### config.mk
export PLATFORM = sky130hd
export DESIGN_NAME = einstein_keyboard
export DESIGN_NICKNAME = d
export VERILOG_FILES = /design/src/rtl/einstein_keyboard.sv
export SDC_FILE = /design/constraint.sdc
export NUM_CORES = 1
export LEC_CHECK = 0
export BUFFER_PORTS_ARGS = -buffer_cell sky130_fd_sc_hd__buf_2
export CELL_PAD_IN_SITES_DETAIL_PLACEMENT = 1
export CELL_PAD_IN_SITES_GLOBAL_PLACEMENT = 1
export CORE_MARGIN = 2
export CORE_UTILIZATION = 47
export DETAILED_ROUTE_END_ITERATION = 10
export GPL_ROUTABILITY_DRIVEN = 0
export PLACE_DENSITY = 0.88
export SLEW_MARGIN = 10
export SYNTH_ARGS = -nofsm -noshare
export SYNTH_HDL_FRONTEND = slang
export SYNTH_SLANG_ARGS = --single-unit
### constraint.sdc
create_clock -name clk_sys -period 2.6 [get_ports clk_sys]
set_input_delay 0.39 -clock clk_sys [delete_from_list [all_inputs] [get_ports clk_sys]]
set_output_delay 0.39 -clock clk_sys [all_outputs]
set_load 0.05 [all_outputs]
### src/rtl/einstein_keyboard.sv
// rtl/einstein_keyboard.sv - PS/2 set-2 key events to Einstein 8x8 keyboard matrix and modifier lines
// Three-stage pipeline: detect toggle, translate scancode, apply to matrix; outputs registered.
module einstein_keyboard (
  input  logic        clk_sys,
  input  logic        reset,
  input  logic [10:0] ps2_key,
  input  logic [7:0]  kb_row,
  output logic [7:0]  kb_col,
  output logic        kb_shift,
  output logic        kb_ctrl,
  output logic        kb_graph
);

  typedef enum logic [2:0] {
    K_NONE   = 3'd0,
    K_MATRIX = 3'd1,
    K_SHIFT  = 3'd2,
    K_CTRL   = 3'd3,
    K_GRAPH  = 3'd4,
    K_CLEAR  = 3'd5
  } kind_t;

  // Free-running history: it also loads during reset, so release never sees a stale toggle.
  logic toggle_q;
  always_ff @(posedge clk_sys) begin
    toggle_q <= ps2_key[10];
  end

  logic       s1_valid;
  logic       s1_make;
  logic       s1_ext;
  logic [7:0] s1_code;

  always_ff @(posedge clk_sys or posedge reset) begin
    if (reset) begin
      s1_valid <= 1'b0;
      s1_make  <= 1'b0;
      s1_ext   <= 1'b0;
      s1_code  <= 8'h00;
    end else begin
      s1_valid <= (ps2_key[10] != toggle_q);
      s1_make  <= ps2_key[9];
      s1_ext   <= ps2_key[8];
      s1_code  <= ps2_key[7:0];
    end
  end

  kind_t      t_kind;
  logic [2:0] t_row;
  logic [2:0] t_col;

  always_comb begin
    t_kind = K_NONE;
    t_row  = 3'd0;
    t_col  = 3'd0;
    case ({s1_ext, s1_code})
      9'h029: begin t_kind = K_MATRIX; t_row = 3'd0; t_col = 3'd0; end
      9'h01C: begin t_kind = K_MATRIX; t_row = 3'd3; t_col = 3'd1; end
      9'h05A: begin t_kind = K_MATRIX; t_row = 3'd1; t_col = 3'd7; end
      9'h012, 9'h059: t_kind = K_SHIFT;
      9'h014, 9'h114: t_kind = K_CTRL;
      9'h111: t_kind = K_GRAPH;
      9'h007: t_kind = K_CLEAR;
      default: t_kind = K_NONE;
    endcase
  end

  logic       s2_valid;
  logic       s2_make;
  kind_t      s2_kind;
  logic [2:0] s2_row;
  logic [2:0] s2_col;

  always_ff @(posedge clk_sys or posedge reset) begin
    if (reset) begin
      s2_valid <= 1'b0;
      s2_make  <= 1'b0;
      s2_kind  <= K_NONE;
      s2_row   <= 3'd0;
      s2_col   <= 3'd0;
    end else begin
      s2_valid <= s1_valid;
      s2_make  <= s1_make;
      s2_kind  <= t_kind;
      s2_row   <= t_row;
      s2_col   <= t_col;
    end
  end

  logic [7:0][7:0] matrix;
  logic            mod_shift;
  logic            mod_ctrl;
  logic            mod_graph;

  always_ff @(posedge clk_sys or posedge reset) begin
    if (reset) begin
      matrix    <= '0;
      mod_shift <= 1'b0;
      mod_ctrl  <= 1'b0;
      mod_graph <= 1'b0;
    end else if (s2_valid) begin
      case (s2_kind)
        K_MATRIX: matrix[s2_row][s2_col] <= s2_make;
        K_SHIFT:  mod_shift <= s2_make;
        K_CTRL:   mod_ctrl  <= s2_make;
        K_GRAPH:  mod_graph <= s2_make;
        K_CLEAR: begin
          // Panic key: only the press clears; its release is a no-op.
          if (s2_make) begin
            matrix    <= '0;
            mod_shift <= 1'b0;
            mod_ctrl  <= 1'b0;
            mod_graph <= 1'b0;
          end
        end
        default: ;
      endcase
    end
  end

  logic [7:0] col_next;

  always_comb begin
    col_next = 8'hFF;
    for (int r = 0; r < 8; r++) begin
      if (!kb_row[r]) begin
        col_next = col_next & ~matrix[r];
      end
    end
  end

  always_ff @(posedge clk_sys or posedge reset) begin
    if (reset) begin
      kb_col   <= 8'hFF;
      kb_shift <= 1'b1;
      kb_ctrl  <= 1'b1;
      kb_graph <= 1'b1;
    end else begin
      kb_col   <= col_next;
      kb_shift <= ~mod_shift;
      kb_ctrl  <= ~mod_ctrl;
      kb_graph <= ~mod_graph;
    end
  end

endmodule
==> flow_summary.yaml, run 1 <==
critical_path:
  cp.arrival_ps: 1100
  reg2regPathDepth: 3
  cp-end-kind: "output pin"
  max_stage_delay_ps: 540
  cp_slowest_cell: "dfstp_2"
  critPathMaxFanout: 4
  start_kind: "register"
  worst-setup-path-type: "reg -> out"
  crit_buf_inv: 1
  r2r_slack_ps: 1120
  r2r_end: "matrix[23]$_DFFE_PP0P_"
  required_ps: 2210
  worstPathCellList: "buf_2"
  reg2reg_from: "s2_kind[2]$_DFF_PP0_"
  path_delay_family: "flip-flops"
min_path:
  holdPathStages: 1
  min_path_type: "in -> reg"
  worst_hold_startpoint: "ps2_key[3]"
  min_to: "s1_code[3]$_DFF_PP0_"
finish:
  multi_input_area_um2: 626.9
  n_fill_cell: 420
  finalInstanceArea_um2: 2202
  diodes: 0
  seq_area_um2: 1181
  drive_gt1_share_pct: 26.20
  instances_no_fill: 237
  syn2layout_area_growth_pct: 16.09
  final_nets: 207
clock_network:
  hold_buffers: 0
  clock_sinks: 47
  numCtsBuffers: 5
  post_cts_resize_count: 0
  cts-root-buf: "clkbuf_8"
  post_cts_buffers: 0
  htree_num_levels: 2
  clkSlewWorstSetupHoldPaths_ps: 80
  clock_latency_ps: 300
  clockBufferDepth: 2
  tritoncts: "done"
yosys:
  syn_nets: 177
  synth_top_cell_area_share_pct: 50.13
  synth_edf_count: 0
  synth_ff_type: "dfrtp_1"
  yosys_warnings: 0
  synth_cells: 156
  synth_largest_area_cell: "dfrtp_1"
  syn_avg_cell_area_um2: 12.16
  synthTopCellsByArea: "dfrtp_1, dfstp_2, mux2i_1, o2bb2ai_1, inv_1"
  seq_area_frac_synth_pct: 62.27
  ys_seq_elements: 47
  synthArstFlopShare_pct: 97.87
  netlist_area_um2: 1897
  ys_types: 36
drt:
  wl_per_cell_um: 17.33
  ant_nets: 0
  drt_first_pass_iters: 4
  vias: 1332
  drt-total-wl_mm: 4.107
  drt-vias-per-instance: 5.620
  drcViolationCount: 0
  drt_iter0_drc: 62
power:
  fin_total_pwr_uw: 1543
  ir_drop_mv: 0.4602
  leakage_uw: 0.001003
  powerDensity_nw_per_um2: 700.7
place:
  dp.cells: 229
  hpwl_mm: 2.926
  post_dp_cell_area_um2: 2069
  numPortBuffers: 27
sta:
  setup_viol: 0
  max_freq_ghz: 0.6696
  fin_skew_ps: 9.111
  finalHoldViolCount: 0
  worstMarginPinSlew_ps: 556.5
  tns_ps: 0
  period_needed_ps: 1493
  fin_crit_sh_pct: 57.44
  drv_slew: 0
  rsz0062_at_grt: "false"
  max-slew-margin-rel_pct: 62.90
job:
  cap_violations: 0
outcome:
  status: "finished, final reports clean"
global_route:
  grt_overflow: 0
  grt_pass1_vias: 1443
  grt_first_pass_wirelength_mm: 6.831
  grt_max_degree: 47
  track_usage_pct: 21.18
  antenna_found_initial: 0
die:
  core-area_um2: 3943
  dieArea_um2: 4560
  start_util_pct: 48.11
  die_w_um: 67.53
  chipHeight_um: 67.53
  num_rows: 23
  io_pins: 32
==> cells in the final DEF, fill, tap and decap left out, types with 2 or more instances in the layout <==
cell       count
clkbuf_8       5
nor2b_1        7
nand3b_1       4
a21oi_1        3
o21ai_0        3
o2bb2ai_1      8
nand2_1        6
buf_2         27
and4bb_2       2
dfstp_2        8
nand3_1        3
o22ai_1        4
nor3b_1        5
dfrtp_1       38
nor2_1        12
mux2i_1        8
inv_1         15
bufinv_16      2
or3b_1         3
nand4_1        2
a221oi_1       4
==> where the power goes <==
| group | switching [µW] | total [µW] | internal, µW |
|---|---|---|---|
| Clock | 236 | 620 | 384 |
| Sequential | 23.9 | 792 | 768 |
| Combinational | 90.2 | 130 | 40.0 |
==> sequential cells by signal, summed over array words and instances, names as in the netlist, 2 cells and up <==
| register | count |
|---|---|
| s1_code | 8 |
| s2_col | 2 |
| s2_kind | 3 |
| matrix | 16 |
| kb_col | 5 |
==> stage by stage <==
stage | setup slack [ps] | hold slack (ps) | utilization [%]
after global routing | 944.6 | 172.8 | 55.86
final | 1107 | 192.7 | 55.86
after global placement | 1229 | 335.0 | 52.49
after CTS | 1090 | 181.3 | 55.86
after detailed placement | 1181 | 336.4 | 52.49
after floorplan | 1135 | 331.2 | -
==> cell type report <==
type	instances	share of cell area (%)
clock inverters	2	2.727
repair buffers	28	6.477
inverters	15	2.557
flip-flops and latches	47	53.64
multi-input cells	89	28.47
clock buffers	6	3.295
well taps	50	2.841
==> cell families after synthesis <==
group	count (synthesis)	share of synthesized area, %
compound gates	29	11.68
xor+xnor	1	0.4618
buf+inv	20	4.683
flops	47	62.27
mux	8	4.222
other cells	1	0.1977
simple gates	50	16.49
==> worst max-delay path by stage <==
stage | startpoint | endpoint | slack (ps) | depth (start not counted)
6_report | kb_col[5]$_DFF_PP1_ | kb_col[5] | 1110 | 1
3_3_place_gp | s2_kind[2]$_DFF_PP0_ | matrix[17]$_DFFE_PP0P_ | 1230 | 3
4_1_cts | kb_col[5]$_DFF_PP1_ | kb_col[4] | 1090 | 1
2_1_floorplan | reset | matrix[0]$_DFFE_PP0P_ | 1140 | 1
3_5_place_dp | s2_kind[2]$_DFF_PP0_ | matrix[8]$_DFFE_PP0P_ | 1180 | 3
5_1_grt | s2_kind[2]$_DFF_PP0_ | matrix[23]$_DFFE_PP0P_ | 940 | 3
==> routing by layer <==
metal / vias to the layer above / track usage (%) / share of wire, %
met5: - / 0 / 0
met1: 679 / 22.05 / 36
met4: 0 / 11.73 / 3.4
li1: 605 / - / -
met3: 12 / 5.833 / 4.1
met2: 36 / 38.11 / 56
==> cells in the mapped netlist, types with 2 or more instances <==
master and n:
a21oi_1 3, nand2_1 6, inv_1 15, o2bb2ai_1 8
nand3b_1 4, and4bb_2 2, nor3b_1 5, buf_2 2
nand4_1 2, a221oi_1 4, buf_4 3, mux2i_1 8
o21ai_0 3, or3b_1 3, nor2b_1 7, nor2_1 12
dfstp_2 8, o22ai_1 4, nand3_1 3, dfrtp_1 38
(Power assumes the default switching activity.)
==> run 2, diff against run 1 <==
--- a/config.mk
+++ b/config.mk
@@ -9,10 +9,10 @@
 export CELL_PAD_IN_SITES_DETAIL_PLACEMENT = 1
 export CELL_PAD_IN_SITES_GLOBAL_PLACEMENT = 1
 export CORE_MARGIN = 2
-export CORE_UTILIZATION = 47
+export CORE_UTILIZATION = 39
 export DETAILED_ROUTE_END_ITERATION = 10
 export GPL_ROUTABILITY_DRIVEN = 0
-export PLACE_DENSITY = 0.88
+export PLACE_DENSITY = 0.78
 export SLEW_MARGIN = 10
 export SYNTH_ARGS = -nofsm -noshare
 export SYNTH_HDL_FRONTEND = slang
==> constraint.sdc (replaced) <==
create_clock -name clk_sys -period 1.2 [get_ports clk_sys]
set_input_delay 0.18 -clock clk_sys [delete_from_list [all_inputs] [get_ports clk_sys]]
set_output_delay 0.18 -clock clk_sys [all_outputs]
set_load 0.05 [all_outputs]
==> flow_summary.yaml, run 2 (synthesized netlist as in run 1, its figures left out) <==
outcome:
  status: "finished with violations"
  violations: "negative setup slack"
critical_path:
  crit_buf_inv: 1
  startpoint: "kb_col[5]$_DFF_PP1_"
  max_stage_delay_ps: 590
  worstPathCellList: "buf_6"
  start_kind: "register"
  r2r_end: "matrix[0]$_DFFE_PP0P_"
  reg2regPathDepth: 3
  cp_slowest_cell: "dfstp_2"
  path_depth: 1
  r2r_slack_ps: -30
  cp-end-kind: "output pin"
  critPathMaxFanout: 4
  crit_end: "kb_col[4]"
  reg2reg_from: "s2_col[1]$_DFF_PP0_"
  cp.arrival_ps: 1050
  worst-setup-path-type: "reg -> out"
  path_delay_family: "flip-flops"
  required_ps: 1020
clock_network:
  numCtsBuffers: 5
  cts-root-buf: "clkbuf_8"
  tritoncts: "done"
  clkSlewWorstSetupHoldPaths_ps: 70
  htree_num_levels: 2
  clock_latency_ps: 300
  clockBufferDepth: 2
  clock_sinks: 47
die:
  chipHeight_um: 73.74
  start_util_pct: 40.43
  core-area_um2: 4692
  dieArea_um2: 5438
  io_pins: 32
  die_w_um: 73.74
  num_rows: 25
drt:
  drt_iter0_drc: 39
  ant_nets: 0
  drt-vias-per-instance: 5.358
  drcViolationCount: 0
  drt_first_pass_iters: 4
  wl_per_cell_um: 16.07
  vias: 1436
  drt-total-wl_mm: 4.306
sta:
  period_needed_ps: 1234
  drv_slew: 0
  fin_hold_ws_ps: 194.1
  setup_viol: 8
  fin_skew_ps: 4.337
  fin_crit_sh_pct: 102.8
  rsz0062_at_grt: "true"
  finalHoldViolCount: 0
  fin_ws_ps: -33.62
  max_freq_ghz: 0.8106
place:
  numPortBuffers: 27
  hpwl_mm: 2.854
global_route:
  grt_overflow: 0
  grt_pass1_vias: 1550
  grt_max_degree: 26
  antenna_found_initial: 0
  track_usage_pct: 16.98
  grt_first_pass_wirelength_mm: 6.789
finish:
  syn2layout_area_growth_pct: 35.88
  final_cell_mix: "dfrtp_1, buf_2, inv_1, buf_6, buf_4"
  largest_reg_flops: 16
  final_nets: 234
  largest_register: "matrix"
  top_regs: "matrix: 16 flops, s1_code: 8 flops, kb_col: 5 flops"
  drive_gt1_share_pct: 39.25
  layout_commonest_cell: "dfrtp_1"
  diodes: 0
job:
  cap_violations: 0
power:
  powerDensity_nw_per_um2: 1190
  fin_total_pwr_uw: 3067
  leakage_uw: 0.001160
  ir_drop_mv: 0.7450
min_path:
  holdPathStages: 3
  min_path_type: "in -> reg"
==> run 2: cell types whose count changed in the layout (fill, tap and decap cells not counted), sizes merged <==
cell / delta
dlygate4sd3: +12
buf: +15
bufinv: -2
clkinvlp: +1
clkbuf: +1
clkinv: +1
inv: -1
==> run 2: how the worst min path moves through the flow <==
stage | startpoint | endpoint | slack [ps]
after global placement | reset | matrix[9]$_DFFE_PP0P_ | 150
after CTS | kb_row[2] | kb_col[6]$_DFF_PP1_ | 180
final | kb_row[3] | kb_col[7]$_DFF_PP1_ | 190
after global routing | kb_row[3] | kb_col[7]$_DFF_PP1_ | 180
after floorplan | reset | matrix[0]$_DFFE_PP0P_ | 190
after detailed placement | reset | matrix[9]$_DFFE_PP0P_ | 150
==> run 2: what timing repair did <==
item,CTS,global route
setup endpoints to repair,19,22
resized for setup,28,19
setup buffers,2,5
pin swaps,3,13
hold buffers,12,0
hold endpoints to repair,20,0
==> run 2: cell type report <==
type	instances	area (µm²)
multi-input combinational	89	704.4
sequential	47	1190
tap	54	67.56
clock inverter	1	5.005
clock buffer	7	86.33
fill	487	2115
inverter	15	60.06
timing repair buffer	55	464.2
==> run 2: layer usage <==
layer / vias to the layer above / track usage, % / part of all wire (%)
li1: 659 / - / -
met1: 739 / 16.71 / 37
met2: 31 / 31.05 / 58
met3: 7 / 5.898 / 3.8
met4: 0 / 8.687 / 1.7
met5: - / 0 / 0
==> run 2: where the power goes <==
group	total [µW]	switching, µW	internal, µW
Clock	951	487	464
Combinational	393	216	177
Sequential	1720	55.6	1670
==> run 2: worst register-to-register path: stages, from the launching register on <==
cell,delay [ps]
dfrtp_2,470
nor3_1,290
mux2i_1,250
o2bb2ai_1,100
==> run 2: stage by stage <==
stage,setup slack [ps],cell area (µm²),TNS [ps],util (%),instances
after floorplan,57.54,1901,0,-,156
final,-33.62,2577,-169.6,54.93,268
after detailed placement,-32.02,2151,-35.76,45.84,241
after global routing,-96.74,2577,-658.4,54.93,268
after global placement,12.74,2151,0,45.84,241
after CTS,-58.50,2467,-220.2,52.59,263
